`config.mk`:
```
export PLATFORM = sky130hd
export DESIGN_NAME = inst_encoder_flat
export DESIGN_NICKNAME = d
export VERILOG_FILES = /design/src/rtl/inst_encoder_if.sv /design/src/rtl/inst_encoder.sv /design/src/flat_wrapper.sv
export SDC_FILE = /design/constraint.sdc
export NUM_CORES = 1
export LEC_CHECK = 0
export CAP_MARGIN = 5
export CORE_MARGIN = 5
export CORE_UTILIZATION = 40
export DETAILED_ROUTE_END_ITERATION = 8
export PLACE_DENSITY = 0.74
export SLEW_MARGIN = 20
export SYNTH_ARGS = -nofsm -noshare
export SYNTH_HDL_FRONTEND = slang
export SYNTH_SLANG_ARGS = --single-unit
export TNS_END_PERCENT = 1
```
`constraint.sdc`:
```
create_clock -name clk -period 4.5 [get_ports clk]
set_input_delay 0.9 -clock clk [delete_from_list [all_inputs] [get_ports clk]]
set_output_delay 0.9 -clock clk [all_outputs]
set_load 0.05 [all_outputs]
```
`src/rtl/inst_encoder_if.sv`:
```
// Field-bundle input handshake plus instruction-memory write port for inst_encoder.
// The master side is the program loader and the memory model. The slave side is the encoder.
interface inst_encoder_if #(
  parameter int ADDR_WIDTH = 8
);
  logic                  in_valid;
  logic                  in_ready;
  logic [2:0]            op;
  logic [4:0]            rs_addr;
  logic [4:0]            rt_addr;
  logic [4:0]            rd_addr;
  logic [15:0]           immediate_constant;
  logic                  imem_we;
  logic [ADDR_WIDTH-1:0] imem_addr;
  logic [31:0]           imem_wdata;
  logic                  imem_ready;

  modport master (
    output in_valid, op, rs_addr, rt_addr, rd_addr, immediate_constant, imem_ready,
    input  in_ready, imem_we, imem_addr, imem_wdata
  );

  modport slave (
    input  in_valid, op, rs_addr, rt_addr, rd_addr, immediate_constant, imem_ready,
    output in_ready, imem_we, imem_addr, imem_wdata
  );
endinterface

```
`src/rtl/inst_encoder.sv`:
```
// Packs decoded MIPS fields into 32-bit words and streams them into instruction memory,
// tracking the load address, the fill level and a sticky illegal-op flag.
module inst_encoder #(
  parameter int ADDR_WIDTH = 8,
  parameter int BASE_ADDR  = 0
) (
  input  logic                  clk,
  input  logic                  rst,
  input  logic                  i_clear,
  inst_encoder_if.slave         bus,
  output logic [ADDR_WIDTH:0]   o_word_count,
  output logic                  o_full,
  output logic                  o_bad_op
);

  typedef enum logic [1:0] {
    S_EMPTY = 2'd0,
    S_PEND  = 2'd1,
    S_FULL  = 2'd2
  } state_t;

  localparam logic [ADDR_WIDTH-1:0] BASE = BASE_ADDR[ADDR_WIDTH-1:0];
  localparam logic [ADDR_WIDTH:0]   LAST = {1'b0, {ADDR_WIDTH{1'b1}}};

  state_t                r_state;
  logic [ADDR_WIDTH-1:0] r_addr;
  logic [ADDR_WIDTH:0]   r_count;
  logic [31:0]           r_wdata;
  logic                  r_bad_op;

  logic        w_write;
  logic        w_last;
  logic        w_accept;
  logic        w_legal;
  logic [31:0] w_enc;

  function automatic logic [31:0] encode(
    input logic [2:0]  op,
    input logic [4:0]  rs,
    input logic [4:0]  rt,
    input logic [4:0]  rd,
    input logic [15:0] imm
  );
    logic [31:0] word;
    word = 32'h0;
    case (op)
      3'd0:    word = {6'h00, rs, rt, rd, 5'd0, 6'h20};
      3'd1:    word = {6'h00, rs, rt, rd, 5'd0, 6'h2A};
      3'd2:    word = {6'h23, rs, rt, imm};
      3'd3:    word = {6'h2B, rs, rt, imm};
      3'd4:    word = {6'h08, rs, rt, imm};
      3'd5:    word = {6'h04, rs, rt, imm};
      default: word = 32'h0;
    endcase
    return word;
  endfunction

  assign w_enc    = encode(bus.op, bus.rs_addr, bus.rt_addr, bus.rd_addr, bus.immediate_constant);
  assign w_legal  = !(bus.op[2] && bus.op[1]);
  assign w_write  = (r_state == S_PEND) && bus.imem_ready;
  // The write that fills the last slot must not let a new bundle in.
  assign w_last   = (r_count == LAST);
  assign w_accept = bus.in_valid && bus.in_ready;

  assign bus.in_ready   = (r_state == S_EMPTY) ||
                          ((r_state == S_PEND) && bus.imem_ready && !w_last);
  assign bus.imem_we    = (r_state == S_PEND);
  assign bus.imem_addr  = r_addr;
  assign bus.imem_wdata = r_wdata;
  assign o_word_count   = r_count;
  assign o_full         = (r_state == S_FULL);
  assign o_bad_op       = r_bad_op;

  always_ff @(posedge clk or posedge rst) begin
    if (rst) begin
      r_state  <= S_EMPTY;
      r_addr   <= BASE;
      r_count  <= '0;
      r_wdata  <= 32'h0;
      r_bad_op <= 1'b0;
    end else if (i_clear) begin
      r_state  <= S_EMPTY;
      r_addr   <= BASE;
      r_count  <= '0;
      r_wdata  <= 32'h0;
      r_bad_op <= 1'b0;
    end else begin
      if (w_write) begin
        r_addr  <= r_addr + 1'b1;
        r_count <= r_count + 1'b1;
      end
      if (w_accept && !w_legal) begin
        r_bad_op <= 1'b1;
      end
      case (r_state)
        S_EMPTY: begin
          if (w_accept && w_legal) begin
            r_state <= S_PEND;
            r_wdata <= w_enc;
          end
        end
        S_PEND: begin
          if (w_write) begin
            if (w_last) begin
              r_state <= S_FULL;
            end else if (w_accept && w_legal) begin
              r_wdata <= w_enc;
            end else begin
              r_state <= S_EMPTY;
            end
          end
        end
        S_FULL: begin
          r_state <= S_FULL;
        end
        default: begin
          r_state <= S_EMPTY;
        end
      endcase
    end
  end

endmodule

```
`src/flat_wrapper.sv`:
```
// flat-port wrapper written by rule: the top's interface ports become plain ports
module inst_encoder_flat 
#(
  parameter int ADDR_WIDTH = 8,
  parameter int BASE_ADDR  = 0
)
  (clk, rst, i_clear, o_word_count, o_full, o_bad_op, bus_in_valid, bus_op, bus_rs_addr, bus_rt_addr, bus_rd_addr, bus_immediate_constant, bus_imem_ready, bus_in_ready, bus_imem_we, bus_imem_addr, bus_imem_wdata);
  inst_encoder_if #(.ADDR_WIDTH(ADDR_WIDTH)) bus_i ();
  input  logic clk;
  input  logic rst;
  input  logic i_clear;
  output logic [ADDR_WIDTH:0] o_word_count;
  output logic o_full;
  output logic o_bad_op;
  input wire logic [$bits(bus_i.in_valid)-1:0] bus_in_valid;
  input wire logic [$bits(bus_i.op)-1:0] bus_op;
  input wire logic [$bits(bus_i.rs_addr)-1:0] bus_rs_addr;
  input wire logic [$bits(bus_i.rt_addr)-1:0] bus_rt_addr;
  input wire logic [$bits(bus_i.rd_addr)-1:0] bus_rd_addr;
  input wire logic [$bits(bus_i.immediate_constant)-1:0] bus_immediate_constant;
  input wire logic [$bits(bus_i.imem_ready)-1:0] bus_imem_ready;
  output wire logic [$bits(bus_i.in_ready)-1:0] bus_in_ready;
  output wire logic [$bits(bus_i.imem_we)-1:0] bus_imem_we;
  output wire logic [$bits(bus_i.imem_addr)-1:0] bus_imem_addr;
  output wire logic [$bits(bus_i.imem_wdata)-1:0] bus_imem_wdata;
  assign bus_i.in_valid = bus_in_valid;
  assign bus_i.op = bus_op;
  assign bus_i.rs_addr = bus_rs_addr;
  assign bus_i.rt_addr = bus_rt_addr;
  assign bus_i.rd_addr = bus_rd_addr;
  assign bus_i.immediate_constant = bus_immediate_constant;
  assign bus_i.imem_ready = bus_imem_ready;
  assign bus_in_ready = bus_i.in_ready;
  assign bus_imem_we = bus_i.imem_we;
  assign bus_imem_addr = bus_i.imem_addr;
  assign bus_imem_wdata = bus_i.imem_wdata;
  inst_encoder #(.ADDR_WIDTH(ADDR_WIDTH), .BASE_ADDR(BASE_ADDR)) u_core (.clk(clk), .rst(rst), .i_clear(i_clear), .bus(bus_i), .o_word_count(o_word_count), .o_full(o_full), .o_bad_op(o_bad_op));
endmodule
```
== Yosys cells after proc, flatten, opt, wreduce, memory -nomap -nowiden ==
Cells that the tools add are included.
W data, S select, Z words.

* Register bits: 52
* Bits in latches: 0
* RAM bits: 0
* ROM bits: 0
* Bits of input ports: 39
* Word-level logic and storage cells: 53
* Memories kept: 0

* $add $sub $neg: 2
* $mul: 0
* Divide/modulo/power cells: 0
* $lt $le $gt $ge: 0
* Equality and inequality tests: 12
* Shift-type cells: 0
* Mux-type cells: 18
* Bitwise logic cells: 0
* Reductions and logical operators: 16

{| class="wikitable"
|+ Operator list
! cell !! count
|-
| $pmux W32 S6 || 1
|-
| $mux W32 || 4
|-
| $pmux W32 S2 || 1
|-
| $mux W9 || 2
|-
| $mux W8 || 2
|-
| $mux W2 || 5
|-
| $add A9 B1 Y9 const B || 1
|-
| $eq A9 B8 Y1 const B || 1
|-
| $add A8 B1 Y8 const B || 1
|-
| $eq A3 B2 Y1 const B || 2
|-
| $eq A3 B3 Y1 const B || 2
|-
| $logic_and A1 B1 Y1 || 6
|-
| $ne A3 B3 Y1 const B || 2
|-
| $pmux W2 S3 || 1
|-
| $reduce_and A3 Y1 || 2
|-
| $ne A4 B3 Y1 const B || 1
|-
| $reduce_bool A2 Y1 || 2
|-
| $eq A3 B1 Y1 const B || 1
|-
| $logic_not A3 Y1 || 1
|-
| $ne A3 B2 Y1 const B || 1
|-
| $reduce_bool A3 Y1 || 1
|-
| $eq A2 B1 Y1 const B || 1
|-
| $eq A2 B2 Y1 const B || 1
|-
| $logic_not A1 Y1 || 2
|-
| other kinds (3) || 4
|}

== Logic depth before layout (Yosys ltp) ==
Gate-level depths: netlist (run 1).

* Depth after elaboration: 11
* Depth in mapped cells: 10
* Gate-level depth less buffers: 8

== Worst setup path before layout (run 1) ==
No wires, ideal clock.

* Path type: flip-flop to output port
* From: register u_core.r_count[0], in the netlist u_core.o_word_count[0]
* To: output port bus_in_ready
* Data arrival time: 2.247 ns
* Path slack: 1.353 ns
* Stages on the path, launching flop included: 7
* Path buffers: 0
* Cell sequence: dfrtp_1 ha_1 nand3_1 nor2_1 ha_1 nand2b_2 a21oi_1

* Cells in the longest elaborated chain, start to end: 4

{| class="wikitable"
|+ RTL lines
! element !! line !! source
|-
| from (decl) || inst_encoder.sv:27 || <nowiki>logic [ADDR_WIDTH:0] r_count;</nowiki>
|-
| from (signal assigned) || inst_encoder.sv:90 || <nowiki>r_count <= r_count + 1'b1;</nowiki>
|-
| $eq A9 B8 Y1 || inst_encoder.sv:62 || <nowiki>assign w_last = (r_count == LAST);</nowiki>
|-
| $logic_not A1 Y1 || inst_encoder.sv:66 || <nowiki>((r_state == S_PEND) && bus.imem_ready && !w_last);</nowiki>
|-
| $logic_and A1 B1 Y1 || inst_encoder.sv:66 ||
|-
| $logic_or A1 B1 Y1 || inst_encoder.sv:65 || <nowiki>assign bus.in_ready = (r_state == S_EMPTY) ||</nowiki>
|-
| to (decl) || flat_wrapper.sv:22 || <nowiki>output wire logic [$bits(bus_i.in_ready)-1:0] bus_in_ready;</nowiki>
|}

Every way passes these cells.

== Final worst setup path (run 1) ==
* From: input port bus_imem_ready
* To: output port bus_in_ready

* Cells in the longest elaborated chain, start to end: 3

{| class="wikitable"
|+ RTL lines
! element !! line !! source
|-
| from (decl) || flat_wrapper.sv:21 || <nowiki>input wire logic [$bits(bus_i.imem_ready)-1:0] bus_imem_ready;</nowiki>
|-
| $logic_and A1 B1 Y1 (2 in series) || inst_encoder.sv:66 ||
|-
| $logic_or A1 B1 Y1 || inst_encoder.sv:65 ||
|}

Every way passes these cells.

==> results.toml, run 1 <==
[clock_network]
numCtsBuffers = 5
cts_hold_buf = 0
post_cts_buffers = 0
h-tree-depth = 2
clock_latency_ns = 0.30
path_clk_slew_ns = 0.09
clock-sinks = 49
clk_path_buf_depth = 2
post_cts_resized = 0
cts_tree = "built"
root_buffer = "clkbuf_8"

[timing]
slew_headroom = 0.339
layout_setup_ws_ns = 1.02
setup_tns_ns = 0
period_share = 0.773
fmax_mhz = 288
worst_pin_slew_ns = 0.988
finalClockSkew_ns = 0.00482
finalCriticalPeriod_ns = 3.48
holdWs_ns = 0.506
hold_violations = 0
finalMaxSlewViolations = 0
rsz0062_at_grt = "no"
setup_viol = 0

[detailed_routing]
vias_per_cell = 5.18
vias = 2140
drc = 0
final_antenna_net_count = 0
drt-pass1-iter-count = 4
wire_per_inst_microns = 15.4
finalWirelength_microns = 6350
first_iter_violations = 83

[final_layout]
mostFrequentLayoutCells = "89 x clkdlybuf4s50_1, 49 x dfrtp_1, 41 x nand2_1, 31 x nor2_1, 21 x a21oi_1"
final_cell_count_no_fill = 413
drive_gt1_frac = 0.0444
mostFrequentLayoutCell = "clkdlybuf4s50_1"
fin_nets = 379
fillers = 535
diodes = 0
final_util = 0.582
synthToLayoutAreaGrowth_pct = 41.7
stdcell_area_sq_um = 3420

[hold_path]
hold_class = "reg2reg"
min-delay-start = "u_core.o_bad_op"
holdPathEnd = "u_core.o_bad_op"
hold_depth = 2

[logic_synthesis]
synth_top_family_by_area = "simple AND/OR/NAND/NOR gates"
ys_async_sr_fraction = 1.00
yosysSeqAreaShare = 0.508
synthAdderAreaFrac = 0.0155
synthXorXnorAreaFrac = 0.0435
syn_area_per_cell_sq_um = 9.29
ys_types = 41
synth_compound_area_frac = 0.164
synth_top_flop_cell = "dfrtp_1"
synth_nets = 302
synthSimpleGateAreaFrac = 0.208
yosysWarningCount = 0
synthMuxAreaShare = 0
syn-instance-count = 260
synth.ff_latch_count = 49
synth_edf_count = 0
syn_area_sq_um = 2420

[placed_design]
port_buffers = 90
place_congestion = 0.789
dp_hpwl_microns = 4490
dp.cells = 405
place_ws_ns = 1.03
postPlaceCellArea_sq_um = 3290

[worst_setup_path]
arrival_ns = 2.58
worst_r2r_path_depth = 8
worstPathRequired_ns = 3.60
timing.reg2reg.setup_slack_ns = 1.91
end_kind = "output port"
r2r-start = "u_core.o_word_count[0]"
critPathLaunchType = "input pin"
critPathMaxFanout = 5
rr_endpoint = "u_core.bus.imem_wdata[11]"
crit_type = "in2out"

[pwr]
totalPowerFinal_mw = 1.07
vdd_drop_max_uv = 202
combPwrFrac = 0.217
p_leak_nw = 1.39
p_clk_frac = 0.344
power.density_nw_per_um2 = 314
p_seq_frac = 0.439
p_int_mw = 0.766
sw_frac_of_total = 0.287
power.net_switching_mw = 0.309

[global_routing]
first_global_vias = 2083
grt_pass1_wl_microns = 10300
grtUsageTotal = 0.171
grt.overflow.total = 0
grt_antenna_before_repair = 0
grt_max_degree = 51

[run]
drv_cap = 0

[floorplan]
coreArea_sq_um = 5890
io_pins = 92
die_h_microns = 87.7
dieArea_sq_um = 7690
start_util = 0.411
row_count = 28
fp.dieW_microns = 87.7

[status]
outcome = "finished, final reports clean"
-- kinds of logic after synthesis --
| kind of cell | Yosys count |
|---|---|
| fa+ha+maj | 3 |
| xor+xnor | 12 |
| other cells | 1 |
| buf+inv | 27 |
| compound gates | 58 |
| simple gates | 110 |
| flops | 49 |
-- registers in the layout, summed over array words and instances, names as in the netlist --
register	count
u_core.bus.imem_wdata	29
u_core.o_word_count	9
u_core.bus.imem_addr	8
u_core.r_state	2
u_core.o_bad_op	1
-- power groups by stage --
stage                     combinational [mW]  clock [mW]  sequential [mW]
after floorplan                       0.0865           0            0.542
after global placement                 0.233           0            0.479
after detailed placement               0.235           0            0.481
after CTS                              0.236       0.378            0.472
after global routing                   0.250       0.396            0.475
final                                  0.234       0.369            0.472
-- routing by layer --
layer	part of all wire	global-route usage	vias to the layer above	wire (microns)
met5	0	0	-	0
li1	-	-	1044	-
met1	0.44	0.225	1025	2810
met2	0.48	0.278	63	3060
met4	0.011	0.0502	0	72
met3	0.064	0.0433	8	406
-- cells in the mapped netlist (all sizes together) (2+ instances only) --
cell     number  share of area
nand4         6          0.016
nor2         31          0.048
a32oi         5          0.018
nand3b        2         0.0062
or3           2         0.0052
inv           7          0.011
a21oi        21          0.044
a2bb2oi       3          0.011
dfrtp        49           0.51
nand2b        3          0.012
clkbuf        6         0.0093
xnor2         6          0.022
nor2b         5          0.013
buf          14          0.039
nand3         8          0.017
o21ai         9          0.019
nand2        41          0.064
xor2          6          0.022
a311oi        5          0.021
ha            3          0.016
nor3          8          0.017
a211oi        5          0.023
and3          2         0.0052
a31oi         5          0.013
-- worst max path at each step --
stage / start / endpoint / slack (ns) / depth (start not counted)
6_report: bus_imem_ready / bus_in_ready / 1.02 / 4
4_1_cts: u_core.o_word_count[0] / bus_in_ready / 1.02 / 7
5_1_grt: u_core.o_word_count[0] / bus_in_ready / 0.94 / 7
3_5_place_dp: bus_imem_ready / bus_in_ready / 1.03 / 4
3_3_place_gp: bus_imem_ready / bus_in_ready / 1.04 / 4
2_1_floorplan: u_core.o_word_count[0] / bus_in_ready / 1.35 / 6
-- layout make-up --
cell class | instances | area, sq um | area share
inverters | 7 | 27.5 | 0.00804
clock buffers | 5 | 68.8 | 0.0201
clock inverters | 3 | 65.1 | 0.0190
multi-input cells | 184 | 1050 | 0.306
well taps | 75 | 93.8 | 0.0274
repair buffers | 90 | 896 | 0.262
flip-flops and latches | 49 | 1230 | 0.358
-- critical path: stages --
cell and delay, ns:
clkdlybuf4s50_1 0.55, nand2b_2 0.12, a21oi_1 0.17, clkdlybuf4s50_1 0.83
No activity file was read; power rests on OpenSTA's default activity.
==> inputs of run 2 (changes only) <==
==> constraint.sdc (replaced) <==
create_clock -name clk -period 3.5 [get_ports clk]
set_input_delay 0.7 -clock clk [delete_from_list [all_inputs] [get_ports clk]]
set_output_delay 0.7 -clock clk [all_outputs]
set_load 0.05 [all_outputs]
==> run 2 against run 1 <==
Net effect: core utilization up 0.64 points; global-route usage decreased by 0.43 points; register-to-register slack worse by 0.71 ns; combinational power rose by 30%; wire length is 2.0% lower; via count rose by 0.79%; hold slack improved by 0.016 ns; cell count increased by 1.2%; non-clock buffer count grew 5; count of clock-buffer cells in the layout unchanged.
==> results.toml, run 2 (synthesis gave the netlist of run 1 again) <==
[status]
outcome = "finished, final reports clean"

[hold_path]
hold_class = "reg2reg"

[placed_design]
dp_hpwl_microns = 4450
place_ws_ns = 0.421
place_congestion = 0.824
port_buffers = 90
postPlaceCellArea_sq_um = 3330

[final_layout]
fin_nets = 384
synthToLayoutAreaGrowth_pct = 43.2
fillers = 529
drive_gt1_frac = 0.0583
mostFrequentLayoutCells = "89 x clkdlybuf4s50_1, 49 x dfrtp_1, 41 x nand2_1, 31 x nor2_1, 21 x a21oi_1"
stdcell_area_sq_um = 3460
diodes = 0
mostFrequentLayoutCell = "clkdlybuf4s50_1"
largest_reg_flops = 29
final_util = 0.588

[floorplan]
fp.dieW_microns = 87.7
row_count = 28
start_util = 0.411
coreArea_sq_um = 5890
dieArea_sq_um = 7690
die_h_microns = 87.7
io_pins = 92

[global_routing]
grt_antenna_before_repair = 0
grtUsageTotal = 0.167
grt.overflow.total = 0
grt_pass1_wl_microns = 10100
first_global_vias = 2057
grt_max_degree = 51

[timing]
finalCriticalPeriod_ns = 3.25
finalMaxSlewViolations = 0
worst_pin_slew_ns = 0.918
setup_viol = 0
hold_violations = 0
rsz0062_at_grt = "no"
slew_headroom = 0.388
period_share = 0.927
setup_tns_ns = 0
layout_setup_ws_ns = 0.254
fmax_mhz = 308
finalClockSkew_ns = 0.00815

[pwr]
totalPowerFinal_mw = 1.39
power.net_switching_mw = 0.397
vdd_drop_max_uv = 221
p_int_mw = 0.988
p_seq_frac = 0.438
combPwrFrac = 0.220
p_leak_nw = 1.41
power.density_nw_per_um2 = 400
p_clk_frac = 0.342
sw_frac_of_total = 0.286

[run]
drv_cap = 0

[clock_network]
path_clk_slew_ns = 0.09
clock-sinks = 49
h-tree-depth = 2
post_cts_buffers = 0
post_cts_resized = 0
root_buffer = "clkbuf_8"
cts_hold_buf = 0
clk_path_buf_depth = 2
cts_tree = "built"
clock_latency_ns = 0.30
numCtsBuffers = 5

[worst_setup_path]
arrival_ns = 2.55
crit_type = "reg2out"
critPathMaxFanout = 4
end_kind = "output port"
worstPathRequired_ns = 2.80
critPathLaunchType = "flip-flop"

[detailed_routing]
final_antenna_net_count = 0
first_iter_violations = 105
drc = 0
wire_per_inst_microns = 14.9
vias = 2157
vias_per_cell = 5.16
drt-pass1-iter-count = 4
finalWirelength_microns = 6220
-- run 2: final timing paths --
| path | startpoint | cells after the start | to | slack, ns |
|---|---|---|---|---|
| setup reg to reg | u_core.o_word_count[0] | 8 | u_core.bus.imem_wdata[1] | 1.20 |
| min in group asynchronous | rst | 2 | u_core.bus.imem_addr[5] | 0.85 |
| hold reg to reg | u_core.o_bad_op | 2 | u_core.o_bad_op | 0.52 |
| max in group asynchronous | rst | 2 | u_core.bus.imem_wdata[20] | 2.14 |
| hold / removal | u_core.o_bad_op | 2 | u_core.o_bad_op | 0.52 |
| setup / recovery | u_core.o_word_count[0] | 7 | bus_in_ready | 0.25 |
-- run 2: routing by layer --
layer,vias to the layer above,track usage,share of wire
met5,-,0,0
li1,1060,-,-
met3,6,0.0414,0.062
met1,1026,0.223,0.46
met4,0,0.0614,0.016
met2,65,0.262,0.47
-- run 2: power groups by stage --
stage | combinational [mW] | sequential [mW] | clock, mW
after floorplan | 0.111 | 0.697 | 0
after global placement | 0.304 | 0.616 | 0
after detailed placement | 0.307 | 0.618 | 0
after CTS | 0.307 | 0.607 | 0.484
after global routing | 0.324 | 0.610 | 0.513
final | 0.305 | 0.606 | 0.474
-- run 2: stage by stage --
stage | cells | hold slack, ns
3_5_place_dp | 410 | 0.491
3_3_place_gp | 410 | 0.494
4_1_cts | 418 | 0.528
5_1_grt | 418 | 0.559
6_report | 418 | 0.522
2_1_floorplan | 260 | 0.502
-- run 2: worst max-delay path, stage by stage (launching register included) --
cell and delay, ns:
dfrtp_1 0.43, ha_1 0.26, nand3_1 0.09, nor2_1 0.05
ha_1 0.21, nand2b_2 0.23, a21oi_1 0.16, clkdlybuf4s50_1 0.83
-- run 2: area by class of cell --
cell class	count	area [sq um]	share of cell area
clock buffer	5	68.8	0.0199
inverter	7	27.5	0.00795
tap	75	93.8	0.0271
multi-input combinational	184	1050	0.302
timing repair buffer	95	933	0.270
clock inverter	3	65.1	0.0188
sequential	49	1230	0.354
==> inputs of run 3 (changes only) <==
--- a/config.mk
+++ b/config.mk
@@ -8,6 +8,7 @@
 export CAP_MARGIN = 5
 export CORE_MARGIN = 5
 export CORE_UTILIZATION = 40
+export CTS_CLUSTER_DIAMETER = 100
 export DETAILED_ROUTE_END_ITERATION = 8
 export PLACE_DENSITY = 0.74
 export SLEW_MARGIN = 20
==> constraint.sdc (replaced) <==
create_clock -name clk -period 4.1 [get_ports clk]
set_input_delay 0.82 -clock clk [delete_from_list [all_inputs] [get_ports clk]]
set_output_delay 0.82 -clock clk [all_outputs]
set_load 0.05 [all_outputs]
==> run 3 against run 2 <==
Net effect: total power fell by 18%; register-to-register slack improved by 0.33 ns; sequential power decreased by 15%; count of clock-buffer cells in the layout grew 1; critical path depth is the same; core utilization down 0.87 points; worst setup slack better by 0.48 ns; sequential cell count unchanged; final area is 1.5% lower; global-route usage rose by 0.71 points; non-clock buffer count down 5; clock skew is 0.00093 ns lower; critical path type unchanged; critical endpoint unchanged; largest cell class unchanged.
==> results.toml, run 3 (synthesis gave the netlist of run 1 again) <==
[placed_design]
postPlaceCellArea_sq_um = 3290
dp_hpwl_microns = 4420
dp.cells = 405
place_congestion = 0.799
place_ws_ns = 0.795
port_buffers = 90

[clock_network]
root_buffer = "clkbuf_8"
numCtsBuffers = 5
path_clk_slew_ns = 0.09
post_cts_buffers = 0
cts_tree = "built"
post_cts_resized = 0
clk_path_buf_depth = 2
h-tree-depth = 2
clock-sinks = 49
cts_hold_buf = 0
clock_latency_ns = 0.30

[timing]
setup_tns_ns = 0
fmax_mhz = 297
layout_setup_ws_ns = 0.737
holdWs_ns = 0.518
finalCriticalPeriod_ns = 3.36
slew_headroom = 0.347
finalClockSkew_ns = 0.00722
rsz0062_at_grt = "no"
period_share = 0.820
setup_viol = 0
worst_pin_slew_ns = 0.976
hold_violations = 0
finalMaxSlewViolations = 0

[status]
outcome = "finished, final reports clean"

[final_layout]
largest_reg_flops = 29
final_cell_count_no_fill = 413
drive_gt1_frac = 0.0444
fin_nets = 379
mostFrequentLayoutCell = "clkdlybuf4s50_1"
stdcell_area_sq_um = 3410
mostFrequentLayoutCells = "89 x clkdlybuf4s50_1, 49 x dfrtp_1, 41 x nand2_1, 31 x nor2_1, 21 x a21oi_1"
final_util = 0.579
synthToLayoutAreaGrowth_pct = 41.1
diodes = 0
fillers = 536

[pwr]
p_clk_frac = 0.315
p_leak_nw = 1.38
vdd_drop_max_uv = 176
totalPowerFinal_mw = 1.13
sw_frac_of_total = 0.295
power.net_switching_mw = 0.333
power.density_nw_per_um2 = 331
p_int_mw = 0.796
p_seq_frac = 0.458
combPwrFrac = 0.226

[floorplan]
fp.dieW_microns = 87.7
start_util = 0.411
dieArea_sq_um = 7690
row_count = 28
die_h_microns = 87.7
io_pins = 92
coreArea_sq_um = 5890

[detailed_routing]
finalWirelength_microns = 6270
first_iter_violations = 82
drc = 0
vias_per_cell = 5.16
drt-pass1-iter-count = 4
final_antenna_net_count = 0
vias = 2133
wire_per_inst_microns = 15.2

[hold_path]
hold_class = "reg2reg"

[global_routing]
grt_pass1_wl_microns = 10300
first_global_vias = 2061
grt.overflow.total = 0
grt_antenna_before_repair = 0
grtUsageTotal = 0.174
grt_max_degree = 51

[worst_setup_path]
cp_common_cell = "ha_1"
path_cells = "ha_1 > nand3_1 > nor2_1 > ha_1 > nand2b_2 > a21oi_1 > clkdlybuf4s50_1"
slowest_stage = "clkdlybuf4s50_1"
critPathMaxStageDelay_ns = 0.83
cp_top_family = "buffers and inverters"
critPathLaunchType = "flip-flop"
arrival_ns = 2.54
end_kind = "output port"
crit_buf_inv = 1
worstPathRequired_ns = 3.28
critPathMaxFanout = 4
crit_type = "reg2out"

[run]
drv_cap = 0
run 3: cell count changes in the layout (fill, tap and decap cells not counted), sizes merged:
| cell | delta |
|---|---|
| bufinv | -1 |
| clkinvlp | +1 |
| clkbuf | +1 |
| buf | -5 |
| clkinv | -1 |
run 3: tightest hold or removal path, cell delays in order, from the launching register on:
cell     delay, ns
dfrtp_1       0.36
a21oi_1       0.05
nor2_1        0.08
run 3: power groups by stage:
| stage | Clock (mW) | Sequential (mW) | Combinational [mW] |
|---|---|---|---|
| finish | 0.356 | 0.518 | 0.256 |
| global route | 0.393 | 0.521 | 0.274 |
| CTS | 0.371 | 0.518 | 0.258 |
| detailed placement | 0 | 0.527 | 0.257 |
| global placement | 0 | 0.526 | 0.255 |
| floorplan | 0 | 0.595 | 0.0950 |
run 3: path summary, 6_finish.rpt:
kind	start	to	slack (ns)	depth (start not counted)
setup reg to reg	u_core.o_word_count[0]	u_core.bus.imem_wdata[11]	1.53	8
hold reg to reg	u_core.o_bad_op	u_core.o_bad_op	0.52	2
hold / removal	u_core.o_bad_op	u_core.o_bad_op	0.52	2
min in group asynchronous	rst	u_core.bus.imem_wdata[18]	0.98	2
max in group asynchronous	rst	u_core.o_word_count[5]	2.61	2
setup / recovery	u_core.o_word_count[0]	bus_in_ready	0.74	7
run 3: layout make-up:
| class | count | area [sq um] | area share |
|---|---|---|---|
| clock buffers | 6 | 82.6 | 0.0242 |
| clock inverters | 2 | 37.5 | 0.0110 |
| inverters | 7 | 27.5 | 0.00807 |
| multi-input cells | 184 | 1050 | 0.307 |
| flip-flops and latches | 49 | 1230 | 0.360 |
| well taps | 75 | 93.8 | 0.0275 |
| repair buffers | 90 | 896 | 0.263 |
run 3: layer usage:
| layer | track usage | wire length, microns | part of all wire | vias up |
|---|---|---|---|---|
| met5 | 0 | 0 | 0 | - |
| met4 | 0.0558 | 70 | 0.011 | 0 |
| met3 | 0.0583 | 483 | 0.077 | 6 |
| met2 | 0.275 | 3080 | 0.49 | 72 |
| met1 | 0.224 | 2640 | 0.42 | 1008 |
| li1 | - | - | - | 1047 |
